--- config.mk ---
export PLATFORM = sky130hd
export DESIGN_NAME = square_seq_ctrl
export DESIGN_NICKNAME = d
export VERILOG_FILES = /design/src/rtl/square_pkg.sv /design/src/rtl/tick_prescaler.sv /design/src/rtl/square_seq_ctrl.sv
export SDC_FILE = /design/constraint.sdc
export NUM_CORES = 1
export LEC_CHECK = 0
export CAP_MARGIN = 40
export CELL_PAD_IN_SITES_DETAIL_PLACEMENT = 1
export CELL_PAD_IN_SITES_GLOBAL_PLACEMENT = 1
export CORE_MARGIN = 1
export CORE_UTILIZATION = 40
export CTS_BUF_LIST = sky130_fd_sc_hd__clkbuf_4
export DETAILED_ROUTE_END_ITERATION = 10
export GPL_ROUTABILITY_DRIVEN = 0
export PLACE_DENSITY = 0.77
export SETUP_SLACK_MARGIN = 0.4
export SYNTH_ARGS = -nofsm -noshare
export SYNTH_HDL_FRONTEND = slang
export SYNTH_SLANG_ARGS = --single-unit
--- constraint.sdc ---
create_clock -name clk_i -period 3.2 [get_ports clk_i]
set_input_delay 0.64 -clock clk_i [delete_from_list [all_inputs] [get_ports clk_i]]
set_output_delay 0.64 -clock clk_i [all_outputs]
set_load 0.1 [all_outputs]
--- src/rtl/square_pkg.sv ---
// rtl/square_pkg.sv - shared types and helpers for the rotating-square sequencer
package square_pkg;
    typedef enum logic [2:0] {
        IDLE      = 3'd0,
        RUN_CW    = 3'd1,
        DWELL_CW  = 3'd2,
        RUN_CCW   = 3'd3,
        DWELL_CCW = 3'd4,
        MANUAL    = 3'd5
    } sq_state_t;

    localparam int POS_COUNT = 16;
    localparam int POS_W     = $clog2(POS_COUNT);

    function automatic logic [POS_W-1:0] step_pos(input logic [POS_W-1:0] pos, input logic cw);
        return cw ? pos + POS_W'(1) : pos - POS_W'(1);
    endfunction
endpackage

--- src/rtl/tick_prescaler.sv ---
// rtl/tick_prescaler.sv - free-running step-tick divider, held at zero while idle or cleared
module tick_prescaler #(
    parameter int DIV = 5_000_000
) (
    input  logic clk_i,
    input  logic rst_i,
    input  logic clr_i,
    input  logic run_i,
    output logic tick_o
);
    localparam int CNT_W = (DIV > 1) ? $clog2(DIV) : 1;
    localparam logic [CNT_W-1:0] LAST = CNT_W'(DIV - 1);

    logic [CNT_W-1:0] cnt_q;

    always_ff @(posedge clk_i) begin
        if (rst_i || clr_i) begin
            cnt_q <= '0;
        end else if (run_i) begin
            cnt_q <= (cnt_q == LAST) ? '0 : cnt_q + CNT_W'(1);
        end
    end

    assign tick_o = run_i && (cnt_q == LAST);
endmodule

--- src/rtl/square_seq_ctrl.sv ---
// rtl/square_seq_ctrl.sv - auto/manual sequencer driving step, direction and enable of the square display
module square_seq_ctrl
    import square_pkg::*;
#(
    parameter int TICK_DIV    = 5_000_000,
    parameter int LAPS        = 2,
    parameter int DWELL_TICKS = 8
) (
    input  logic             clk_i,
    input  logic             rst_i,
    input  logic             start_i,
    input  logic             stop_i,
    input  logic             auto_mode_i,
    input  logic             man_en_i,
    input  logic             man_cw_i,
    output logic             sq_en_o,
    output logic             sq_cw_o,
    output logic             sq_step_o,
    output logic [POS_W-1:0] pos_o,
    output logic [7:0]       lap_cnt_o,
    output logic             busy_o,
    output logic             done_o
);
    localparam int DW_W = $clog2(DWELL_TICKS + 1);
    localparam logic [DW_W-1:0] DWELL_LAST = DW_W'(DWELL_TICKS - 1);
    localparam logic [7:0]      LAP_LAST   = 8'(LAPS - 1);

    sq_state_t        state_q, state_d;
    logic [POS_W-1:0] pos_q, pos_d;
    logic [7:0]       lap_q, lap_d;
    logic [DW_W-1:0]  dwell_q, dwell_d;
    logic             step_q, step_d, done_q, done_d, busy_q, busy_d;
    logic             en_q, en_d, cw_q, cw_d;
    logic             tick;

    tick_prescaler #(.DIV(TICK_DIV)) u_prescaler (
        .clk_i  (clk_i),
        .rst_i  (rst_i),
        .clr_i  (state_d != state_q),
        .run_i  (state_q != IDLE),
        .tick_o (tick)
    );

    always_comb begin
        state_d = state_q;
        pos_d   = pos_q;
        lap_d   = lap_q;
        dwell_d = dwell_q;
        step_d  = 1'b0;
        done_d  = 1'b0;
        if (stop_i) begin
            if (state_q != IDLE) begin
                state_d = IDLE;
                lap_d   = '0;
                dwell_d = '0;
            end
        end else begin
            case (state_q)
                IDLE: if (start_i) begin
                    state_d = auto_mode_i ? RUN_CW : MANUAL;
                    lap_d   = '0;
                    dwell_d = '0;
                end
                // Every landing on position 0 closes a lap in either direction,
                // so each leg spans whole revolutions and ends back at 0.
                RUN_CW, RUN_CCW: if (tick) begin
                    step_d = 1'b1;
                    pos_d  = step_pos(pos_q, state_q == RUN_CW);
                    if (pos_d == '0) begin
                        if (lap_q == LAP_LAST) begin
                            lap_d   = '0;
                            state_d = (state_q == RUN_CW) ? DWELL_CW : DWELL_CCW;
                        end else begin
                            lap_d = lap_q + 8'd1;
                        end
                    end
                end
                DWELL_CW, DWELL_CCW: if (tick) begin
                    if (dwell_q == DWELL_LAST) begin
                        dwell_d = '0;
                        state_d = (state_q == DWELL_CW) ? RUN_CCW : IDLE;
                        done_d  = (state_q == DWELL_CCW);
                    end else begin
                        dwell_d = dwell_q + DW_W'(1);
                    end
                end
                MANUAL: if (tick && man_en_i) begin
                    step_d = 1'b1;
                    pos_d  = step_pos(pos_q, man_cw_i);
                end
                default: state_d = IDLE;
            endcase
        end

        busy_d = (state_d != IDLE);
        case (state_d)
            RUN_CW:    begin en_d = 1'b1;     cw_d = 1'b1;     end
            DWELL_CW:  begin en_d = 1'b0;     cw_d = 1'b1;     end
            RUN_CCW:   begin en_d = 1'b1;     cw_d = 1'b0;     end
            DWELL_CCW: begin en_d = 1'b0;     cw_d = 1'b0;     end
            MANUAL:    begin en_d = man_en_i; cw_d = man_cw_i; end
            default:   begin en_d = 1'b0;     cw_d = cw_q;     end
        endcase
    end

    always_ff @(posedge clk_i) begin
        if (rst_i) begin
            state_q <= IDLE;
            pos_q   <= '0;
            lap_q   <= '0;
            dwell_q <= '0;
            step_q  <= 1'b0;
            done_q  <= 1'b0;
            busy_q  <= 1'b0;
            en_q    <= 1'b0;
            cw_q    <= 1'b1;
        end else begin
            state_q <= state_d;
            pos_q   <= pos_d;
            lap_q   <= lap_d;
            dwell_q <= dwell_d;
            step_q  <= step_d;
            done_q  <= done_d;
            busy_q  <= busy_d;
            en_q    <= en_d;
            cw_q    <= cw_d;
        end
    end

    assign sq_en_o   = en_q;
    assign sq_cw_o   = cw_q;
    assign sq_step_o = step_q;
    assign pos_o     = pos_q;
    assign lap_cnt_o = lap_q;
    assign busy_o    = busy_q;
    assign done_o    = done_q;
endmodule

==> results of run 1 <==
## area by class of cell
class / instances / area (sq um) / area share
repair buffers: 32 / 255 / 0.0863
clock buffers: 7 / 52.6 / 0.0178
multi-input cells: 249 / 1560 / 0.528
inverters: 12 / 45.0 / 0.0152
flip-flops and latches: 47 / 946 / 0.320
clock inverters: 1 / 5.00 / 0.00169
well taps: 75 / 93.8 / 0.0317
## cell usage in the layout (no fill, tap or decap), types with 10 or more instances in the layout
master   netlist  routed
a21oi_1       20      19
nor2_1        45      45
buf_4          0      26
xnor2_1       10      10
xor2_1        18      18
nand2_1       27      27
dfxtp_1       47      43
inv_1         12      12
o21ai_0       15      15
nand3_1       16      16
## cells by family after synthesis
family                   after synthesis
adder cells (fa/ha/maj)                6
flip-flops                            47
XOR/XNOR                              28
multiplexers                           4
AND/OR/NAND/NOR                      159
buffers and inverters                 27
AO/OA/AOI/OAI                         52
## cells in the mapped netlist (4+ instances only)
master / number / area [sq um]
dfxtp_1: 47 / 941
nor2_1: 45 / 169
nand2_1: 27 / 101
a21oi_1: 20 / 100
xor2_1: 18 / 158
nand3_1: 16 / 80.1
o21ai_0: 15 / 75.1
clkbuf_1: 12 / 45.0
inv_1: 12 / 45.0
xnor2_1: 10 / 87.6
and3_1: 9 / 56.3
nor3_1: 9 / 45.0
or3_1: 9 / 56.3
nand4_1: 7 / 43.8
ha_1: 6 / 75.1
nor4_1: 5 / 31.3
nor4bb_1: 5 / 50.1
or4_1: 5 / 37.5
mux2i_1: 4 / 40.0
## state kept, by name (all words and copies together), names as in the netlist
name	flops
state_q	3
sq_cw_o	1
dwell_q	4
sq_step_o	1
pos_o	4
done_o	1
busy_o	1
sq_en_o	1
lap_cnt_o	8
u_prescaler.cnt_q	23
## through the flow
| stage | cells | instance area [sq um] | hold WS, ps | power, mW | utilization |
|---|---|---|---|---|---|
| 3_3_place_gp | 412 | 2840 | 475 | 0.708 | 0.469 |
| 2_1_floorplan | 323 | 2580 | 462 | 0.678 | - |
| 6_report | 423 | 2960 | 503 | 1.00 | 0.488 |
| 5_1_grt | 423 | 2960 | 531 | 1.05 | 0.488 |
| 4_1_cts | 421 | 2920 | 509 | 1.01 | 0.482 |
| 3_5_place_dp | 413 | 2850 | 488 | 0.712 | 0.470 |
## path summary, 6_finish.rpt
check / start / to / slack (ps) / cells after the start
worst max-delay path: u_prescaler.cnt_q[0] / lap_cnt_o[7] / 530 / 7
worst min-delay path: u_prescaler.cnt_q[1] / u_prescaler.cnt_q[1] / 500 / 2
worst max register to register: u_prescaler.cnt_q[0] / lap_cnt_o[7] / 530 / 7
worst min register to register: u_prescaler.cnt_q[1] / u_prescaler.cnt_q[1] / 500 / 2
## power groups by stage
stage               Combinational, mW  Sequential (mW)  Clock (mW)
detailed placement              0.106            0.605           0
global route                    0.123            0.594       0.328
finish                          0.112            0.593       0.299
global placement                0.103            0.605           0
floorplan                      0.0552            0.623           0
CTS                             0.108            0.593       0.308
## critical path: stages, from the launching register on
cell     delay, ps
dfxtp_2        410
ha_4           170
nand4_2        140
or4_4          530
or2_4          270
o31a_4         400
or4_1          520
a21oi_1        160
## repair_timing
| item | in CTS | in global routing |
|---|---|---|
| pin swaps | 1 | 1 |
| resized for setup | 3 | 7 |
| setup endpoints to repair | 5 | 28 |
| buffers inserted | 0 | 2 |
| cloned | 0 | 0 |
| hold buffers | 0 | 0 |
## metal layers
metal	vias up	part of all wire	global-route usage
met3	7	0.019	0.0363
met5	-	0	0
met4	0	0.013	0.0579
met1	1143	0.51	0.284
met2	19	0.46	0.335
li1	1195	-	-
==> summary.md, run 1 <==
| Metric | Value |
|---|---|
| # setup viols final | 0 |
| First DRT Iteration DRCs | about 170 |
| Total vias in the final route | 2364 |
| Io pins | 24 |
| Initial Util | 0.425 |
| Post-Synth XOR/XNOR Area | 0.0953 |
| Clock power share | 0.298 |
| Initial antenna violation count | 0 |
| Outcome | finished, final reports clean |
| Longest Clk Path Bufs | 2 |
| Largest net degree at the start of global routing | 26 |
| Clock slew at reported path FFs | between 100 and 150 ps |
| Die width | 82.2 microns |
| P_sw | around 0.27 mW |
| CTS root buf | clkbuf_4 |
| Core area | 6060 sq um |
| Sw Share | 0.273 |
| # clock sinks | 47 |
| Async S/R FF share, synth | 0 |
| Max-Cap Viols | 0 |
| Vias/cell | 5.59 |
| Sum of negative setup slack | 0 ps |
| Post-synthesis sequential area ratio | 0.366 |
| Slew HR | 0.616 |
| Number of flops mapped to enable cells by yosys | 0 |
| CP max FO | 13 |
| Ys Warns | 0 |
| Worst slew pin tran | 572 ps |
| PD cells | ~340 nW/um^2 |
| Post-Syn Area | around 2600 sq um |
| H-tree levels | 2 |
| Leakage Power | 1.07 nW |
| Required time worst endpoint | 3500 ps |
| Cell variety after synth | 47 |
| Maximum VDD drop | roughly 0.00016 V |
| Crit path DAT | 2970 ps |
| Final Max Slew Viols | 0 |
| CTS tree | built |
| Cells after Synth | 323 |
| Top_reg_cell synth | dfxtp_1 |
| GR Overflow Total | 0 |
| FMAX | 0.375 GHz |
| DP Worst Slack | 317 ps |
| Sequential Power Share | 0.590 |
| First-pass GRT wire length | 10900 microns |
| Diodes inserted | 0 |
| Nets | 360 |
| Vias in the first global route | approximately 2.3k |
| DR DRC count | 0 |
| Fill count | 751 |
| Unrepaired setup endpoints after global routing | false |
| CP startpoint kind | register |
| Post-Syn Nets | 336 |
| Die area | slightly below 7000 sq um |
| Routed WL | 6410 microns |
| Final hold vios | 0 |
| Critical path type | register to register |
| Simple-gate portion of the synthesized area | 0.333 |
| Worst Hold Class | register to register |
| Worst setup EP type | register |
| Post-synthesis adder-cell area fraction | 0.0292 |
| Port buffer count | 23 |
| First-pass DRT Iterations | 4 |
| Worst skew pair latency | 370 ps |
| Clock skew | about 12 ps |
| Mean Syn Cell Area | 7.97 sq um |
| # rows | 28 |
| Routed Antenna Nets | 0 |
| FF+latch count, synth | 47 |
| Total CTS buffers | 5 |
| Synth Area in Compound Gates | 0.120 |
| Wire per inst | 15.1 microns |
| Largest family of logic cells by synthesized area | simple AND/OR/NAND/NOR gates |
| Internal | between 0.7 and 0.8 mW |
| PnR worst setup slack | 532 ps |
| Mux share of post-synthesis cell area | 0.0156 |
| Combinational power share | 0.112 |
| Minimum clock period | 2670 ps |
| Fraction of layout cells with a size suffix above 1 | 0.135 |
| Part of the cycle the worst path needs | 0.834 |
| GRT Total Usage | 0.208 |
| Die Height | 82.2 microns |
| HPWL Detailed | 4630 microns |
| Area growth syn-to-layout | 15.0% |
Power figures use the tool's default switching activity.
==> run 2, diff against run 1 <==
--- a/config.mk
+++ b/config.mk
@@ -13,7 +13,7 @@
 export CTS_BUF_LIST = sky130_fd_sc_hd__clkbuf_4
 export DETAILED_ROUTE_END_ITERATION = 10
 export GPL_ROUTABILITY_DRIVEN = 0
-export PLACE_DENSITY = 0.77
+export PLACE_DENSITY = 0.8
 export SETUP_SLACK_MARGIN = 0.4
 export SYNTH_ARGS = -nofsm -noshare
 export SYNTH_HDL_FRONTEND = slang
==> constraint.sdc (replaced) <==
create_clock -name clk_i -period 2.4 [get_ports clk_i]
set_input_delay 0.48 -clock clk_i [delete_from_list [all_inputs] [get_ports clk_i]]
set_output_delay 0.48 -clock clk_i [all_outputs]
set_load 0.1 [all_outputs]
==> summary.md, run 2 (synthesized netlist as in run 1, its figures left out) <==
| Metric | Value |
|---|---|
| Clock power share | 0.330 (+0.032) |
| H-tree levels | 2 (unchanged) |
| Initial Util | 0.425 (unchanged) |
| Nets | 412 (+14%) |
| PnR worst setup slack | -24.9 ps (-557 ps) |
| First-pass DRT Iterations | 4 (unchanged) |
| Sw Share | 0.279 (+0.00680) |
| Leakage Power | 1.38 nW (+29%) |
| CP startpoint kind | register |
| Longest Clk Path Bufs | 2 (unchanged) |
| Sequential Power Share | 0.513 (-0.077) |
| Vias in the first global route | 2724 (+21%) |
| Largest net degree at the start of global routing | 26 (unchanged) |
| CTS root buf | clkbuf_4 |
| Max layer used | met4 |
| Met3 routed WL | 229 microns (+92%) |
| Met2 routed WL | 4430 microns (+50%) |
| Die area | 6760 sq um (unchanged) |
| GRT Total Usage | 0.253 (+0.0450) |
| First-pass GRT wire length | 12900 microns (+19%) |
| FMAX | 0.412 GHz (+10%) |
| Required time worst endpoint | 2720 ps (-780 ps) |
| Final hold vios | 0 (unchanged) |
| Unrepaired setup endpoints after global routing | true |
| Combinational power share | 0.157 (+0.045) |
| R2r setup slk | -20 ps (-560 ps) |
| Worst Hold Class | register to register |
| Routed Antenna Nets | 0 (unchanged) |
| CP max FO | 6 (-7) |
| # setup viols final | 3 (+3) |
| Routed WL | 8560 microns (+34%) |
| Total vias in the final route | 2735 (+16%) |
| Die Height | 82.2 microns (unchanged) |
| Outcome | finished, violations left |
| Placed Cells | 445 (+7.7%) |
| Clock skew | 23.3 ps (+11.8 ps) |
| Port buffer count | 23 (unchanged) |
| Minimum clock period | 2420 ps (-243 ps) |
| # clock sinks | 47 (unchanged) |
| Die width | 82.2 microns (unchanged) |
| Hold-fix buffers at CTS | 0 (unchanged) |
| Slew HR | 0.619 (+0.00328) |
| PD cells | 414 nW/um^2 (+22%) |
| Largest Register | u_prescaler.cnt_q |
| Area growth syn-to-layout | 44.0% |
| CTS tree | built |
| Wl on met1 | 3630 microns (+12%) |
| Most common cell after layout, fill and taps aside | buf_4 |
| DP Worst Slack | -94.9 ps (-412 ps) |
| Critical path type | register to register |
| Failing checks | setup timing |
| Clock slew at reported path FFs | 150 ps (about the same) |
| Part of the cycle the worst path needs | 1.01 (+0.177) |
| Vias/cell | 5.76 (+3.0%) |
| Worst slew pin tran | 570 ps (-1.75 ps) |
| Crit path DAT | 2740 ps (-230 ps) |
| # rows | 28 (unchanged) |
| Wire per inst | 18.0 microns (+19%) |
| Final Max Slew Viols | 0 (unchanged) |
| First DRT Iteration DRCs | 125 (-25%) |
| HPWL Detailed | 5350 microns (+15%) |
| Final Power | 1.53 mW (+53%) |
| Commonest cells after routing, fill and taps aside | buf_4, dfxtp_1, nor2_1 |
| Worst skew pair latency | 380 ps (about the same) |
| Maximum VDD drop | 0.000284 V (+75%) |
| Initial antenna violation count | 0 (unchanged) |
| Internal | 1.10 mW (+51%) |
| Number of flip-flops in the largest register | 23 (unchanged) |
| Io pins | 24 (unchanged) |
| Diodes inserted | 0 (unchanged) |
| Core area | 6060 sq um (unchanged) |
| Fraction of layout cells with a size suffix above 1 | 0.355 (+0.220) |
| GR Overflow Total | 0 (unchanged) |
| Worst setup EP type | register |
| DR DRC count | 0 (unchanged) |
| Finished Core Util | 0.612 (+0.123) |
| P_sw | 0.429 mW (+56%) |
| Fin cells | 475 (+12%) |
| Total CTS buffers | 5 (unchanged) |
| Max-Cap Viols | 0 (unchanged) |
## run 2: routing by layer
metal | track usage | up-vias
li1 | - | 1301
met1 | 0.301 | 1355
met2 | 0.455 | 55
met3 | 0.0418 | 24
met4 | 0.0912 | 0
met5 | 0 | -
## run 2: power by group through the flow
| stage | clock network (mW) | registers (mW) | logic, mW |
|---|---|---|---|
| floorplan | 0 | 0.827 | 0.0808 |
| global placement | 0 | 0.803 | 0.174 |
| detailed placement | 0 | 0.803 | 0.178 |
| CTS | 0.512 | 0.787 | 0.216 |
| global route | 0.549 | 0.788 | 0.253 |
| finish | 0.506 | 0.787 | 0.241 |
## run 2: final cells by class
type | instances | area, sq um
Inverter | 12 | 47.5
Clock buffer | 5 | 37.5
Fill cell | 711 | 2350
Timing Repair Buffer | 83 | 709
Tap cell | 75 | 93.8
Sequential cell | 47 | 967
Clock inverter | 3 | 43.8
Multi-Input combinational cell | 250 | 1810
## run 2: per-stage QoR
step	hold WS (ps)	TNS (ps)	instance area, sq um
floorplan	462	0	2670
global placement	476	-52.2	3200
detailed placement	481	-350	3200
CTS	497	0	3530
global route	536	-1000	3710
finish	494	-33.8	3710
## run 2: worst max-delay path, stage by stage, from the launching register on
cell and delay (ps):
dfxtp_2 390, ha_4 150, nand4_4 100, or4_4 440
or2_4 260, o31a_1 380, or4b_1 510, a21oi_1 140
## run 2: worst paths after layout
kind | depth (start not counted) | end | start
hold reg to reg | 2 | lap_cnt_o[1] | lap_cnt_o[1]
hold / removal | 2 | lap_cnt_o[1] | lap_cnt_o[1]
setup / recovery | 7 | lap_cnt_o[3] | u_prescaler.cnt_q[1]
setup reg to reg | 7 | lap_cnt_o[3] | u_prescaler.cnt_q[1]
## run 2: what timing repair did
item | CTS | global route
buffers inserted | 15 | 5
endpoints found under the setup margin | 42 | 44
pin swaps | 15 | 10
gates cloned | 2 | 0
gates resized for setup | 24 | 38
==> run 3, diff against run 2 <==
--- a/config.mk
+++ b/config.mk
@@ -5,7 +5,6 @@
 export SDC_FILE = /design/constraint.sdc
 export NUM_CORES = 1
 export LEC_CHECK = 0
-export CAP_MARGIN = 40
 export CELL_PAD_IN_SITES_DETAIL_PLACEMENT = 1
 export CELL_PAD_IN_SITES_GLOBAL_PLACEMENT = 1
 export CORE_MARGIN = 1
==> results of run 3 <==
The final DEF is identical to that of run 2; final timing and power are the same.
